==> src/rtl/axi_pkg.sv <==
// Shared AXI read-path types: address/data beat structs, response codes,
// address map and the router's state / slave-select enums.
package axi_pkg;

  typedef struct packed {
    logic [31:0] addr;
    logic [7:0]  len;
    logic [2:0]  size;
    logic [1:0]  burst;
  } AddrInfo;

  typedef struct packed {
    logic [31:0] data;
    logic        last;
  } DataInfo;

  localparam logic [1:0]  RESP_OKAY   = 2'b00;
  localparam logic [1:0]  RESP_DECERR = 2'b11;

  localparam logic [15:0] S0_HI16 = 16'h0000;
  localparam logic [15:0] S1_HI16 = 16'h0001;

  typedef enum logic [1:0] {
    RD_IDLE = 2'd0,
    RD_ADDR = 2'd1,
    RD_DATA = 2'd2
  } RdRouteState;

  typedef enum logic [1:0] {
    SEL_S0 = 2'd0,
    SEL_S1 = 2'd1,
    SEL_DS = 2'd2
  } SlvSel;

  // Anything outside the two 64 KiB memory windows goes to the default slave.
  function automatic SlvSel decode_sel(input logic [31:0] addr);
    SlvSel sel;
    if (addr[31:16] == S0_HI16) begin
      sel = SEL_S0;
    end else if (addr[31:16] == S1_HI16) begin
      sel = SEL_S1;
    end else begin
      sel = SEL_DS;
    end
    return sel;
  endfunction

endpackage

==> src/rtl/axi_arbiter2.sv <==
// Two-request arbiter for the read router. AXI_RR_ARB_EN selects round-robin
// (priority flips to the other master on commit); otherwise M1 always wins.
module axi_arbiter2
  import axi_pkg::*;
`ifdef AXI_RR_ARB_EN
(
  input  logic       clk,
  input  logic       rst_n,
  input  logic       commit,
  input  logic       commit_idx,
  input  logic [1:0] req,
  output logic [1:0] grant
);

  logic prio_r;  // index of the master that wins a tie

  // Priority pointer: after a completed transaction the other master is favoured.
  always_ff @(posedge clk) begin
    if (!rst_n) begin
      prio_r <= 1'b0;
    end else if (commit) begin
      prio_r <= ~commit_idx;
    end else begin
      prio_r <= prio_r;
    end
  end

  // Grant decode with the tie broken by the pointer.
  always_comb begin
    grant = 2'b00;
    case (req)
      2'b01:   grant = 2'b01;
      2'b10:   grant = 2'b10;
      2'b11:   grant = prio_r ? 2'b10 : 2'b01;
      default: grant = 2'b00;
    endcase
  end

`else
(
  input  logic [1:0] req,
  output logic [1:0] grant
);

  // Fixed priority: the data master beats instruction fetch.
  always_comb begin
    grant = 2'b00;
    case (req)
      2'b01:   grant = 2'b01;
      2'b10:   grant = 2'b10;
      2'b11:   grant = 2'b10;
      default: grant = 2'b00;
    endcase
  end

`endif
endmodule

==> src/rtl/axi_read_router.sv <==
// Read-channel router: 2 masters -> S0 / S1 / default slave, one transaction
// in flight. Define AXI_RR_ARB_EN for round-robin arbitration (default: M1 wins).
module axi_read_router
  import axi_pkg::*;
#(
  parameter int ID_W  = 4,
  parameter int IDS_W = 8
) (
  input  logic              ACLK,
  input  logic              ARESETn,
  // master 0 (instruction fetch)
  input  logic [ID_W-1:0]   ARID_M0,
  input  AddrInfo           AR_M0,
  input  logic              ARVALID_M0,
  output logic              ARREADY_M0,
  output logic [ID_W-1:0]   RID_M0,
  output DataInfo           R_M0,
  output logic [1:0]        RRESP_M0,
  output logic              RVALID_M0,
  input  logic              RREADY_M0,
  // master 1 (data)
  input  logic [ID_W-1:0]   ARID_M1,
  input  AddrInfo           AR_M1,
  input  logic              ARVALID_M1,
  output logic              ARREADY_M1,
  output logic [ID_W-1:0]   RID_M1,
  output DataInfo           R_M1,
  output logic [1:0]        RRESP_M1,
  output logic              RVALID_M1,
  input  logic              RREADY_M1,
  // slave 0
  output logic [IDS_W-1:0]  ARID_S0,
  output AddrInfo           AR_S0,
  output logic              ARVALID_S0,
  input  logic              ARREADY_S0,
  input  logic [IDS_W-1:0]  RID_S0,
  input  DataInfo           R_S0,
  input  logic [1:0]        RRESP_S0,
  input  logic              RVALID_S0,
  output logic              RREADY_S0,
  // slave 1
  output logic [IDS_W-1:0]  ARID_S1,
  output AddrInfo           AR_S1,
  output logic              ARVALID_S1,
  input  logic              ARREADY_S1,
  input  logic [IDS_W-1:0]  RID_S1,
  input  DataInfo           R_S1,
  input  logic [1:0]        RRESP_S1,
  input  logic              RVALID_S1,
  output logic              RREADY_S1,
  // default slave
  output logic [IDS_W-1:0]  ARID_DS,
  output AddrInfo           AR_DS,
  output logic              ARVALID_DS,
  input  logic              ARREADY_DS,
  input  logic [IDS_W-1:0]  RID_DS,
  input  DataInfo           R_DS,
  input  logic [1:0]        RRESP_DS,
  input  logic              RVALID_DS,
  output logic              RREADY_DS
);

  RdRouteState       state_r, next_state_s;
  AddrInfo           ar_r;
  logic [ID_W-1:0]   arid_r;
  logic              mst_r;
  SlvSel             sel_r;

  logic [1:0]        req_s, grant_s;
  logic              gnt_idx_s, ar_hs_s, last_hs_s, rready_mst_s;
  AddrInfo           ar_gnt_s;
  logic [ID_W-1:0]   arid_gnt_s;
  logic [IDS_W-1:0]  arid_fwd_s;

  logic              arready_sel_s, rvalid_sel_s;
  DataInfo           r_sel_s;
  logic [1:0]        rresp_sel_s;
  logic [IDS_W-1:0]  rid_sel_s;
  logic              unused_rid_s;

  assign req_s      = {ARVALID_M1, ARVALID_M0};
  assign gnt_idx_s  = grant_s[1];
  assign ar_gnt_s   = gnt_idx_s ? AR_M1   : AR_M0;
  assign arid_gnt_s = gnt_idx_s ? ARID_M1 : ARID_M0;
  // Slave-side ID carries the originating master index in its top nibble.
  assign arid_fwd_s = IDS_W'({3'b000, mst_r, arid_r});
  assign ar_hs_s    = (state_r == RD_IDLE) && ARESETn && ((grant_s & req_s) != 2'b00);
  assign rready_mst_s = mst_r ? RREADY_M1 : RREADY_M0;
  assign last_hs_s  = (state_r == RD_DATA) && rvalid_sel_s && rready_mst_s && r_sel_s.last;
  assign unused_rid_s = ^rid_sel_s[IDS_W-1:ID_W];

`ifdef AXI_RR_ARB_EN
  axi_arbiter2 u_arb (
    .clk        (ACLK),
    .rst_n      (ARESETn),
    .commit     (last_hs_s),
    .commit_idx (mst_r),
    .req        (req_s),
    .grant      (grant_s)
  );
`else
  axi_arbiter2 u_arb (
    .req   (req_s),
    .grant (grant_s)
  );
`endif

  // Route the selected slave's handshake/data signals onto common wires.
  always_comb begin
    arready_sel_s = 1'b0;
    rvalid_sel_s  = 1'b0;
    r_sel_s       = '0;
    rresp_sel_s   = 2'b00;
    rid_sel_s     = '0;
    case (sel_r)
      SEL_S0: begin
        arready_sel_s = ARREADY_S0; rvalid_sel_s = RVALID_S0;
        r_sel_s = R_S0; rresp_sel_s = RRESP_S0; rid_sel_s = RID_S0;
      end
      SEL_S1: begin
        arready_sel_s = ARREADY_S1; rvalid_sel_s = RVALID_S1;
        r_sel_s = R_S1; rresp_sel_s = RRESP_S1; rid_sel_s = RID_S1;
      end
      SEL_DS: begin
        arready_sel_s = ARREADY_DS; rvalid_sel_s = RVALID_DS;
        r_sel_s = R_DS; rresp_sel_s = RRESP_DS; rid_sel_s = RID_DS;
      end
      default: begin
        arready_sel_s = 1'b0;
      end
    endcase
  end

  // FSM state register.
  always_ff @(posedge ACLK) begin
    if (!ARESETn) begin
      state_r <= RD_IDLE;
    end else begin
      state_r <= next_state_s;
    end
  end

  // Next-state logic; a transaction ends only on the last-beat handshake.
  always_comb begin
    next_state_s = state_r;
    case (state_r)
      RD_IDLE: begin
        if (ar_hs_s) next_state_s = RD_ADDR;
        else         next_state_s = RD_IDLE;
      end
      RD_ADDR: begin
        if (arready_sel_s) next_state_s = RD_DATA;
        else               next_state_s = RD_ADDR;
      end
      RD_DATA: begin
        if (last_hs_s) next_state_s = RD_IDLE;
        else           next_state_s = RD_DATA;
      end
      default: next_state_s = RD_IDLE;
    endcase
  end

  // Capture the accepted request so the slave sees stable AR fields.
  always_ff @(posedge ACLK) begin
    if (!ARESETn) begin
      ar_r   <= '0;
      arid_r <= '0;
      mst_r  <= 1'b0;
      sel_r  <= SEL_DS;
    end else if (ar_hs_s) begin
      ar_r   <= ar_gnt_s;
      arid_r <= arid_gnt_s;
      mst_r  <= gnt_idx_s;
      sel_r  <= decode_sel(ar_gnt_s.addr);
    end else begin
      ar_r   <= ar_r;
      arid_r <= arid_r;
      mst_r  <= mst_r;
      sel_r  <= sel_r;
    end
  end

  // Port drive: only the granted master / selected slave ever sees a valid qualifier.
  always_comb begin
    ARREADY_M0 = 1'b0;  ARREADY_M1 = 1'b0;
    RVALID_M0  = 1'b0;  RVALID_M1  = 1'b0;
    R_M0       = '0;    R_M1       = '0;
    RRESP_M0   = 2'b00; RRESP_M1   = 2'b00;
    RID_M0     = '0;    RID_M1     = '0;
    ARVALID_S0 = 1'b0;  ARVALID_S1 = 1'b0;  ARVALID_DS = 1'b0;
    RREADY_S0  = 1'b0;  RREADY_S1  = 1'b0;  RREADY_DS  = 1'b0;
    AR_S0      = ar_r;  AR_S1      = ar_r;  AR_DS      = ar_r;
    ARID_S0    = arid_fwd_s; ARID_S1 = arid_fwd_s; ARID_DS = arid_fwd_s;
    case (state_r)
      RD_IDLE: begin
        ARREADY_M0 = ARESETn & grant_s[0];
        ARREADY_M1 = ARESETn & grant_s[1];
      end
      RD_ADDR: begin
        case (sel_r)
          SEL_S0:  ARVALID_S0 = 1'b1;
          SEL_S1:  ARVALID_S1 = 1'b1;
          SEL_DS:  ARVALID_DS = 1'b1;
          default: ARVALID_DS = 1'b0;
        endcase
      end
      RD_DATA: begin
        if (mst_r) begin
          RVALID_M1 = rvalid_sel_s; R_M1 = r_sel_s;
          RRESP_M1  = rresp_sel_s;  RID_M1 = rid_sel_s[ID_W-1:0];
        end else begin
          RVALID_M0 = rvalid_sel_s; R_M0 = r_sel_s;
          RRESP_M0  = rresp_sel_s;  RID_M0 = rid_sel_s[ID_W-1:0];
        end
        case (sel_r)
          SEL_S0:  RREADY_S0 = rready_mst_s;
          SEL_S1:  RREADY_S1 = rready_mst_s;
          SEL_DS:  RREADY_DS = rready_mst_s;
          default: RREADY_DS = 1'b0;
        endcase
      end
      default: begin
        ARREADY_M0 = 1'b0;
      end
    endcase
  end

endmodule

==> config.mk <==
export PLATFORM = sky130hd
export DESIGN_NAME = axi_read_router
export DESIGN_NICKNAME = d
export VERILOG_FILES = /design/src/rtl/axi_pkg.sv /design/src/rtl/axi_arbiter2.sv /design/src/rtl/axi_read_router.sv
export SDC_FILE = /design/constraint.sdc
export NUM_CORES = 1
export LEC_CHECK = 0
export ABC_AREA = 1
export ABC_CLOCK_PERIOD_IN_PS = 3300
export BUFFER_PORTS_ARGS = -buffer_cell sky130_fd_sc_hd__buf_2
export CAP_MARGIN = 20
export CORE_AREA = 2 2 189 191
export CTS_CLUSTER_SIZE = 28
export DETAILED_ROUTE_END_ITERATION = 8
export DIE_AREA = 0 0 191 193
export SYNTH_ARGS = -nofsm -noshare
export SYNTH_HDL_FRONTEND = slang
export SYNTH_SLANG_ARGS = --single-unit
export TNS_END_PERCENT = 50
==> constraint.sdc <==
create_clock -name ACLK -period 3.3 [get_ports ACLK]
set_clock_uncertainty 0.15 [all_clocks]
set_input_delay 0.165 -clock ACLK [delete_from_list [all_inputs] [get_ports ACLK]]
set_output_delay 0.165 -clock ACLK [all_outputs]
set_load 0.05 [all_outputs]
== After elaboration in Yosys (flattened, before gate mapping) ==
Index checks and enable logic that the tools add are counted.

* Register bits after elaboration: 54
* Logic and storage cells: 74
* Output and inout bits: 247
* Input bits: 239

* Equality and inequality tests: 8
* Bitwise logic cells: 3
* Reduce and logical (&&, ||, !) cells: 10
* Multiplexer cells: 45

{| class="wikitable"
|+ Operator list
! kind !! number
|-
| two-way mux 33 bit || 4
|-
| case mux 33 bit (3 select lines) || 1
|-
| two-way mux 45 bit || 1
|-
| two-way mux 1 bit || 20
|-
| two-way mux 4 bit || 5
|-
| equality test 16 x 1 -> 1 bit (second input constant) || 1
|-
| zero test 16 bit || 1
|-
| two-way mux 2 bit || 8
|-
| case mux 2 bit (3 select lines) || 2
|-
| case mux 4 bit (3 select lines) || 1
|-
| equality test 2 bit (second input constant) || 4
|-
| equality test 2 x 1 -> 1 bit (second input constant) || 3
|-
| case mux 1 bit (3 select lines) || 2
|-
| logical AND 1 bit || 5
|-
| zero test 2 bit || 2
|-
| case mux 2 bit (2 select lines) || 1
|-
| AND 1 bit || 2
|-
| AND 2 bit || 1
|-
| nonzero test 2 bit || 1
|-
| OR reduction 2 bit || 1
|}

== Logic depth before layout (Yosys ltp) ==
Gate-level depths: netlist of the first run.

* Word-level depth: 8
* Gate-level depth with buffers: 11
* Depth with buffers taken out: 10

== Modules after synthesis ==
A second synthesis of the first run with hierarchy kept.

* Cell total of the unflattened synthesis: 835
* Area, all modules: 4818.4 sq um

{| class="wikitable"
|+ By module, submodules not included
! module !! instances !! sequential area each (sq um) !! area each (sq um) !! cells an instance
|-
| axi_read_router || 1 || 1081.0 || 4807.1 || 832
|-
| axi_arbiter2 || 1 || 0.0 || 11.3 || 3
|}

== Least setup slack after synthesis of the first run ==
Ideal clock, no wire load.

* Path kind: flip-flop to output port
* Start point: register sel_r[0]
* End point: output RVALID_M0
* Cell stages (with the launch flop): 9
* Path buffers: 1
* Path slack: 1.310 ns
* Data required time: 2.985 ns
* Data arrival time: 1.675 ns
* Cells stage by stage: dfxtp_1 inv_1 nand2_1 inv_1 clkbuf_1 nand2_1 nand3_1 nand2_1 nor2_1

* Cells in the longest elaborated chain, start to end: 4
* Elaborated cells between the ends (all ways): 6
* Classes of those cells: eq/ne: 2; mux: 3; reduce/logical: 1

{| class="wikitable"
|+ Ends and longest elaborated chain
! what !! line !! text
|-
| start: declaration || axi_read_router.sv:67 || <nowiki>SlvSel sel_r;</nowiki>
|-
| start signal: assignment || axi_read_router.sv:174 || <nowiki>sel_r <= decode_sel(ar_gnt_s.addr);</nowiki>
|-
| start signal: assignment || axi_read_router.sv:179 || <nowiki>sel_r <= sel_r;</nowiki>
|-
| equality test 2 bit, or another cell as far along || axi_read_router.sv:115 || <nowiki>case (sel_r)</nowiki>
|-
| case mux 1 bit (3 select lines) * || axi_read_router.sv:115 ||
|-
| two-way mux 1 bit * || axi_read_router.sv:208 || <nowiki>if (mst_r) begin</nowiki>
|-
| two-way mux 1 bit * || axi_read_router.sv:194 || <nowiki>case (state_r)</nowiki>
|-
| end: declaration || axi_read_router.sv:19 || <nowiki>output logic RVALID_M0,</nowiki>
|}

Mark *: on every way between the ends. The rest lies on a longest branch, timed or not.

==> impl_metrics.env, run 1 <==
export IMPL_num_vias=6539
export IMPL_setup_viol=0
export IMPL_floorplan_initialDensity_pct=13.25
export IMPL_grt_pass1_vias=5618
export IMPL_drive_gt1_share_pct=39.71
export IMPL_seqCellArea_mm2=0.001081
export IMPL_required_ns=2.98
export IMPL_yosysWarnings=0
export IMPL_ir_worst_vdd_mv=0.2106
export IMPL_antenna_found_initial=2
export IMPL_pwr_share_seq_pct=27.5
export IMPL_pin_count=486
export IMPL_ys_types=18
export IMPL_nFillCells=3941
export IMPL_grt_pass1_wl_um=29410
export IMPL_dr_pass1_iters=4
export IMPL_sw_frac_of_total_pct=49.97
export IMPL_syn_to_final_growth_pct=66.56
export IMPL_worstPathArrival_ns=2.40
export IMPL_cts_setup_buffers=0
export IMPL_fin_crit_ns=2.719
export IMPL_path_class="reg -> out"
export IMPL_finalSetupTns_ns=0
export IMPL_muxShareOfSynthArea_pct=0
export IMPL_final_hold_viol_count=0
export IMPL_synth_xor_area_share_pct=0
export IMPL_rsz0062_at_grt="no"
export IMPL_setup_ws_ns=0.5808
export IMPL_synth_seq_area_share_pct=23.34
export IMPL_pre_cts_slack_ns=0.8978
export IMPL_p_clk_share_pct=19.9
export IMPL_vias_per_cell=3.844
export IMPL_worst_slew_pin_slew_ns=0.8511
export IMPL_synthesis_area_mm2=0.004632
export IMPL_synth_compound_area_share_pct=12.51
export IMPL_clk_latency_ns=0.30
export IMPL_cts_root_buf="clkbuf_16"
export IMPL_cts_tree="yes"
export IMPL_chipWidth_um=191
export IMPL_core_area_mm2=0.03496
export IMPL_cp_start_kind="register"
export IMPL_drv_cap=0
export IMPL_fin_crit_sh_pct=82.40
export IMPL_cts_made_buffers=5
export IMPL_final_cells=1701
export IMPL_p_sw_w=0.001442
export IMPL_holdWs_ns=0.01453
export IMPL_synthAdderAreaFrac_pct=0
export IMPL_clockBufferDepth=2
export IMPL_cts_sinks=54
export IMPL_synth_simple_area_share_pct=34.58
export IMPL_hold_class="in -> reg"
export IMPL_outcome="complete, no violations"
export IMPL_syn_instance_count=816
export IMPL_die_area_mm2=0.03686
export IMPL_htreeDepth=2
export IMPL_ys_seq_elements=54
export IMPL_rows=69
export IMPL_drt_wl_total_um=21660
export IMPL_place_congestion=0.7824
export IMPL_place_inst=1606
export IMPL_wl_per_cell_um=12.73
export IMPL_multi_input_area_mm2=0.002252
export IMPL_cts_clk_slew_worst_paths_ns=0.07
export IMPL_finalPower_w=0.002887
export IMPL_cp_max_fo=33
export IMPL_synth_top_family_by_area="simple AND/OR/NAND/NOR gates"
export IMPL_combinationalPowerShare_pct=52.6
export IMPL_nNetsFinal=1477
export IMPL_max_freq_mhz=367.8
export IMPL_p_leak_nw=4.900
export IMPL_slew_violations=0
export IMPL_drc=0
export IMPL_dp_hpwl_um=16730
export IMPL_grt_usage_pct=10.25
export IMPL_slew_headroom_pct=43.12
export IMPL_power_density_mw_per_mm2=374.2
export IMPL_die_y_um=193
export IMPL_grt_max_degree=89
export IMPL_endpoint_kind="output port"
export IMPL_syn_avg_cell_area_um2=5.676
export IMPL_ant_nets=0
export IMPL_drtIter0Drc=267
export IMPL_numPortBuffers=464
export IMPL_overflow=0
export IMPL_internal_power_w=0.001444
## cell families (layout without fill, tap and decap cells)
logic type             Yosys count  count (layout)
buffers and inverters          248             663
DFF                             54              54
and+or+nand+nor                410             410
other                            1              10
AOI/OAI and AO/OA              103             103
## worst max-delay path: stages (launching register included)
cell     delay [ns]
dfxtp_1        0.40
inv_1          0.10
nor2_4         0.65
buf_4          0.31
nand2_1        0.07
nand3_1        0.15
nand2_1        0.07
inv_1          0.08
buf_2          0.26
## cells in the mapped netlist
library cell / number / area share (%)
nor2_2: 2 / 0.27
inv_2: 1 / 0.081
o21ai_1: 5 / 0.54
buf_1: 1 / 0.081
a31oi_1: 48 / 6.5
inv_1: 91 / 7.4
nor3_1: 1 / 0.11
buf_4: 110 / 18
conb_1: 1 / 0.081
o21ai_0: 44 / 4.8
nor2_1: 29 / 2.3
dfxtp_1: 54 / 23
clkbuf_1: 27 / 2.2
nand3_1: 45 / 4.9
buf_2: 18 / 1.9
a21oi_1: 5 / 0.54
nand2_1: 333 / 27
a21oi_2: 1 / 0.19
## metrics by stage
| stage | utilization, % | area, um^2 |
|---|---|---|
| floorplan | - | 4662 |
| global placement | 19.16 | 6700 |
| detailed placement | 19.16 | 6700 |
| CTS | 22.06 | 7712 |
| global route | 22.06 | 7715 |
| finish | 22.06 | 7715 |
## final cells by class
type	count	share of cell area, %
Sequential cell	54	14.01
Antenna cell	1	0.03244
Inverter	92	4.476
Timing Repair Buffer	563	42.85
Tap cell	461	7.476
Clock buffer	7	1.849
Clock inverter	1	0.1135
Multi-Input combinational cell	522	29.19
## final timing paths
| kind | from | end | slack (ns) | cells after the start |
|---|---|---|---|---|
| worst max-delay path | sel_r[0] | R_M0[26] | 0.58 | 8 |
| worst min-delay path | AR_M1[36] | AR_DS[36] | 0.01 | 3 |
| worst max register to register | state_r[0] | AR_DS[2] | 0.70 | 7 |
| worst min register to register | state_r[0] | state_r[1] | 0.38 | 2 |
## layout by cell type, fill, tap and decap left out, drive strengths merged
| master | Yosys | final |
|---|---|---|
| buf | 129 | 477 |
| nand2 | 333 | 333 |
| inv | 92 | 93 |
| dlygate4sd3 | 0 | 86 |
| dfxtp | 54 | 54 |
| o21ai | 49 | 49 |
| a31oi | 48 | 48 |
| nand3 | 45 | 45 |
| nor2 | 31 | 31 |
| conb | 1 | 9 |
| clkbuf | 27 | 7 |
| a21oi | 6 | 6 |
| diode | 0 | 1 |
| nor3 | 1 | 1 |
## registers in the layout, summed over array words and instances (netlist names)
signal,cells
mst_r,1
AR_DS,45
sel_r,2
arid_r,4
state_r,2
## metal layers
layer | wire length (um) | vias up | GRT usage, % | part of all wire, %
li1 | - | 3248 | - | -
met1 | 8381 | 2945 | 11.40 | 39
met2 | 11290 | 322 | 20.05 | 52
met3 | 1675 | 22 | 1.665 | 7.7
met4 | 293 | 2 | 2.624 | 1.4
met5 | 13 | - | 0 | 0.060
## power groups by stage
stage          Clock, W  Combinational (W)  Sequential [W]
6_report       0.000575            0.00152        0.000793
3_3_place_gp          0            0.00141        0.000806
5_1_grt        0.000624            0.00160        0.000804
4_1_cts        0.000605            0.00152        0.000795
2_1_floorplan         0           0.000961        0.000987
3_5_place_dp          0            0.00141        0.000809
## repair_timing
| action | 4_1_cts | 5_1_grt |
|---|---|---|
| hold endpoints to repair | 47 | 0 |
| hold buffers | 86 | 0 |
| resized for setup | 0 | 0 |
Power figures use the tool's default switching activity.
==> run 2, diff against run 1 <==
ABC_CLOCK_PERIOD_IN_PS = 2600   (was 3300)
CORE_AREA = 2 2 191 193   (was 2 2 189 191)
DIE_AREA = 0 0 193 195   (was 0 0 191 193)
clock period = 2.6 ns   (was 3.3 ns; I/O delays follow)
==> run 2 against run 1 <==
Net effect:
- clock-buffer cell count fell by 2
- design area increased by 1.6%
- sequential share of layout area shrank 0.23 points
- critical path type is now reg -> reg
- die area is 2.1% higher
- power up 28%
==> impl_metrics.env, run 2 (synthesis gave the netlist of run 1 again) <==
export IMPL_core_area_mm2=0.03540
export IMPL_fin_crit_ns=2.391
export IMPL_dr_pass1_iters=5
export IMPL_pin_count=486
export IMPL_ant_nets=0
export IMPL_slew_headroom_pct=57.02
export IMPL_drv_cap=0
export IMPL_htreeDepth=2
export IMPL_dp_hpwl_um=16840
export IMPL_cp_num_cells=6
export IMPL_grt_pass1_vias=5928
export IMPL_clockBufferDepth=2
export IMPL_slew_violations=0
export IMPL_hold_class="in -> reg"
export IMPL_largest_reg_flops=45
export IMPL_chipWidth_um=193
export IMPL_worstPathArrival_ns=2.43
export IMPL_wl_per_cell_um=13.12
export IMPL_cts_tree="yes"
export IMPL_final_hold_viol_count=0
export IMPL_outcome="complete, no violations"
export IMPL_num_vias=6619
export IMPL_crit_slowest_cell="dlygate4sd3_1"
export IMPL_ir_worst_vdd_mv=0.2484
export IMPL_worstRegToRegCells=6
export IMPL_max_freq_mhz=418.2
export IMPL_die_y_um=195
export IMPL_rows=69
export IMPL_cpLargestDelayFamily="buffers and inverters"
export IMPL_drive_gt1_share_pct=39.52
export IMPL_drc=0
export IMPL_rsz0062_at_grt="no"
export IMPL_cp_start_kind="register"
export IMPL_cts_setup_buffers=0
export IMPL_endpoint_kind="register"
export IMPL_path_cells="nor2_1 -> nand2_1 -> a21oi_4 -> clkbuf_8 -> a31oi_1 -> dlygate4sd3_1"
export IMPL_floorplan_initialDensity_pct=13.09
export IMPL_die_area_mm2=0.03764
export IMPL_vias_per_cell=3.866
export IMPL_cts_root_buf="clkbuf_16"
export IMPL_hold_path_cell_count=5
export IMPL_cts_clk_slew_worst_paths_ns=0.08
export IMPL_cp_max_fo=51
export IMPL_overflow=0
export IMPL_worst_slew_pin_slew_ns=0.6438
export IMPL_cts_made_buffers=5
export IMPL_fin_crit_sh_pct=91.97
export IMPL_worst_path_buf_inv=2
export IMPL_finalSetupTns_ns=0
export IMPL_finalPower_w=0.003705
export IMPL_setup_viol=0
export IMPL_drtIter0Drc=305
export IMPL_antenna_found_initial=1
export IMPL_mostFrequentLayoutCells="463 x buf_2, 333 x nand2_1, 96 x dlygate4sd3_1"
export IMPL_grt_usage_pct=10.63
export IMPL_place_congestion=0.8788
export IMPL_power_density_mw_per_mm2=472.4
export IMPL_cts_sinks=54
export IMPL_required_ns=2.64
export IMPL_drt_wl_total_um=22460
export IMPL_path_class="reg -> reg"
export IMPL_syn_to_final_growth_pct=69.29
export IMPL_clk_latency_ns=0.30
export IMPL_grt_max_degree=103
export IMPL_p_leak_nw=4.971
export IMPL_numPortBuffers=464
export IMPL_grt_pass1_wl_um=31410
export IMPL_critPathMaxStageDelay_ns=0.59
export IMPL_nNetsFinal=1488
export IMPL_final_common_cell="buf_2"
[run 2: changes by cell type in the layout (fill, tap and decap cells not counted)]
cell,before,now
clkbuf_16,5,6
dlygate4sd3_1,86,96
inv_8,0,1
buf_2,464,463
clkinv_4,0,2
nor2_2,2,4
inv_6,1,0
nor2_4,4,2
clkbuf_1,1,0
[run 2: routing by layer]
metal / global-route usage, % / share of wire [%]
met4: 2.301 / 1.3
met5: 0 / 0
met1: 11.85 / 37
met2: 20.74 / 53
met3: 1.707 / 8.1
[run 2: power by group]
| group | leakage (nW) | switching [W] | total, W | internal, W |
|---|---|---|---|---|
| clock network | 0.0759 | 0.000373 | 0.000743 | 0.000370 |
| registers | 0.446 | 0.0000959 | 0.00100 | 0.000908 |
| logic | 4.45 | 0.00140 | 0.00196 | 0.000558 |
[run 2: path summary, 6_finish.rpt]
check | from | endpoint | slack (ns)
setup / recovery | state_r[0] | AR_DS[20] | 0.21
hold / removal | AR_M0[29] | AR_DS[29] | 0.07
setup reg to reg | state_r[0] | AR_DS[20] | 0.21
hold reg to reg | sel_r[0] | sel_r[0] | 0.38
[run 2: worst reg2reg max path: stages (launching register included)]
cell	delay [ns]
dfxtp_1	0.34
nor2_1	0.24
nand2_1	0.18
a21oi_4	0.21
clkbuf_8	0.41
a31oi_1	0.17
dlygate4sd3_1	0.59
[run 2: cell type report]
type | instances | area, um^2
diodes | 1 | 2.502
repair buffers | 574 | 3440
multi-input cells | 522 | 2242
clock inverters | 3 | 28.78
well taps | 461 | 576.8
inverters | 92 | 345.3
flip-flops and latches | 54 | 1081
clock buffers | 5 | 125.1
fillers | 4039 | 27560
[run 2: timing repair]
action	CTS	global route
gates resized for setup	0	2
hold endpoints to repair	48	0
setup endpoints to repair	0	5
hold buffers	96	0
[run 2: stage by stage]
stage / hold slack [ns] / worst slack [ns] / std cells / cell area, um^2 / util (%)
after floorplan: 0.1401 / 0.6454 / 824 / 4662 / -
after CTS: 0.07005 / 0.05292 / 1710 / 7820 / 22.09
after detailed placement: 0.2541 / 0.5690 / 1606 / 6705 / 18.94
after global placement: 0.2500 / 0.6233 / 1606 / 6705 / 18.94
final: 0.07427 / 0.2089 / 1712 / 7841 / 22.15
after global routing: 0.1180 / 0.01082 / 1712 / 7841 / 22.15
==> run 3, diff against run 2 <==
ABC_CLOCK_PERIOD_IN_PS = 2900   (was 2600)
CORE_AREA = 2 2 189 191   (was 2 2 191 193)
DIE_AREA = 0 0 191 193   (was 0 0 193 195)
clock period = 2.9 ns   (was 2.6 ns; I/O delays follow)
==> run 3 against run 2 <==
Net effect:
- register-to-register slack improved by 0.05 ns
- worst hold slack got worse by 0.062 ns
- clock power decreased by 11%
- sequential share of layout area increased by 0.10 points
- flip-flop and latch count unchanged
- critical path depth increased by 1
- first-iteration DRC count increased by 5.9%
- non-clock buffer count decreased by 2
- design area decreased by 0.72%
- global-route usage decreased by 0.27 points
- final cell count decreased by 0.18%
- critical endpoint is now AR_DS[4]
==> impl_metrics.env, run 3 (synthesis gave the netlist of run 1 again) <==
export IMPL_fin_area_mm2=0.007785
export IMPL_worst_slew_pin_slew_ns=0.6487
export IMPL_grt_pass1_wl_um=29740
export IMPL_path_class="reg -> reg"
export IMPL_worst_path_buf_inv=2
export IMPL_final_common_cell="buf_2"
export IMPL_worstPathArrival_ns=2.73
export IMPL_drtIter0Drc=323
export IMPL_rrSetupSlack_ns=0.26
export IMPL_rows=69
export IMPL_floorplan_initialDensity_pct=13.25
export IMPL_antenna_found_initial=1
export IMPL_setup_viol=0
export IMPL_drc=0
export IMPL_ir_worst_vdd_mv=0.2782
export IMPL_chipWidth_um=191
export IMPL_drive_gt1_share_pct=39.58
export IMPL_p_leak_nw=4.944
export IMPL_nNetsFinal=1486
export IMPL_final_hold_viol_count=0
export IMPL_crit_slowest_cell="dlygate4sd3_1"
export IMPL_timing_rr_start="state_r[0]"
export IMPL_dr_pass1_iters=5
export IMPL_dp_hpwl_um=17070
export IMPL_cpLargestDelayFamily="buffers and inverters"
export IMPL_max_freq_mhz=379.0
export IMPL_diodes=0
export IMPL_grt_usage_pct=10.36
export IMPL_cts_resized=0
export IMPL_required_ns=2.99
export IMPL_cp_start_kind="register"
export IMPL_hold_class="in -> reg"
export IMPL_hold_start="AR_M1[42]"
export IMPL_hold_path_cell_count=3
export IMPL_wl_per_cell_um=12.84
export IMPL_place_congestion=0.7862
export IMPL_cp_max_fo=90
export IMPL_core_area_mm2=0.03496
export IMPL_cts_sinks=54
export IMPL_vias_per_cell=3.846
export IMPL_outcome="complete, no violations"
export IMPL_final_cells=1709
export IMPL_numPortBuffers=464
export IMPL_critPathMaxStageDelay_ns=0.57
export IMPL_fin_crit_ns=2.638
export IMPL_rr_endpoint="AR_DS[4]"
export IMPL_largest_reg_flops=45
export IMPL_syn_to_final_growth_pct=68.07
export IMPL_overflow=0
export IMPL_pin_count=486
export IMPL_cts_clk_slew_worst_paths_ns=0.08
export IMPL_slew_violations=0
export IMPL_drt_wl_total_um=21940
export IMPL_grt_max_degree=91
export IMPL_cts_made_buffers=5
export IMPL_place_inst=1608
export IMPL_mostFrequentLayoutCells="464 x buf_2, 333 x nand2_1, 93 x dlygate4sd3_1"
export IMPL_nFillCells=3986
export IMPL_worstRegToRegCells=7
export IMPL_clk_latency_ns=0.29
export IMPL_die_y_um=193
export IMPL_endpoint_kind="register"
export IMPL_finalSetupTns_ns=0
export IMPL_power_density_mw_per_mm2=423.6
export IMPL_rsz0062_at_grt="no"
export IMPL_path_cells="nor2_1 -> nand2_1 -> a21oi_4 -> buf_12 -> o21ai_0 -> a31oi_1 -> dlygate4sd3_1"
export IMPL_multi_input_area_mm2=0.002252
export IMPL_seqCellArea_mm2=0.001081
export IMPL_slew_headroom_pct=56.65
export IMPL_die_area_mm2=0.03686
export IMPL_cts_root_buf="clkbuf_16"
export IMPL_drv_cap=0
export IMPL_clockBufferDepth=2
export IMPL_place_area_mm2=0.006703
export IMPL_htreeDepth=2
export IMPL_num_vias=6572
export IMPL_grt_pass1_vias=5536
export IMPL_hold_end="AR_DS[42]"
export IMPL_fin_crit_sh_pct=90.98
export IMPL_ant_nets=0
export IMPL_cts_tree="yes"
[run 3: how the worst max path moves through the flow]
stage	from	endpoint	cells past startpoint
floorplan	sel_r[0]	RVALID_M0	8
global placement	state_r[1]	R_M0[3]	8
detailed placement	state_r[1]	RID_M0[0]	8
CTS	state_r[0]	AR_DS[4]	7
global route	state_r[0]	AR_DS[17]	7
finish	state_r[0]	AR_DS[4]	7
[run 3: tightest hold or removal path: stages]
cell and delay [ns]:
buf_2 0.12, nand2_1 0.08, a31oi_1 0.08
[run 3: area by class of cell]
type / instances / area share, %
Timing Repair Buffer: 572 / 43.39
Clock inverter: 1 / 0.1125
Tap cell: 461 / 7.409
Multi-Input combinational cell: 522 / 28.93
Inverter: 92 / 4.436
Sequential cell: 54 / 13.89
Clock buffer: 7 / 1.832
[run 3: timing repair]
item,4_1_cts,5_1_grt
hold buffers,93,0
buffers inserted,0,0
hold endpoints to repair,48,0
[run 3: per-stage QoR]
step	hold WS, ns	total power [W]	util, %	setup slack, ns
finish	0.01198	0.003298	22.27	0.2616
global route	0.01196	0.003459	22.27	0.03997
CTS	0.0008068	0.003330	22.27	0.2145
detailed placement	0.2686	0.002525	19.17	0.5571
global placement	0.2637	0.002516	19.17	0.6259
floorplan	0.1551	0.002216	-	0.9304
[run 3: report_power, final]
part / internal (W) / switching, W
clock network: 0.000349 / 0.000308
registers: 0.000814 / 0.0000908
logic: 0.000490 / 0.00125
total: 0.00165 / 0.00164
[run 3: metal layers]
layer / GRT usage, % / share of wire, % / vias up
met3: 1.538 / 7.4 / 15
met2: 20.28 / 53 / 296
met1: 11.80 / 39 / 2991
met4: 2.117 / 1.1 / 2
li1: - / - / 3268
met5: 0 / 0.059 / -
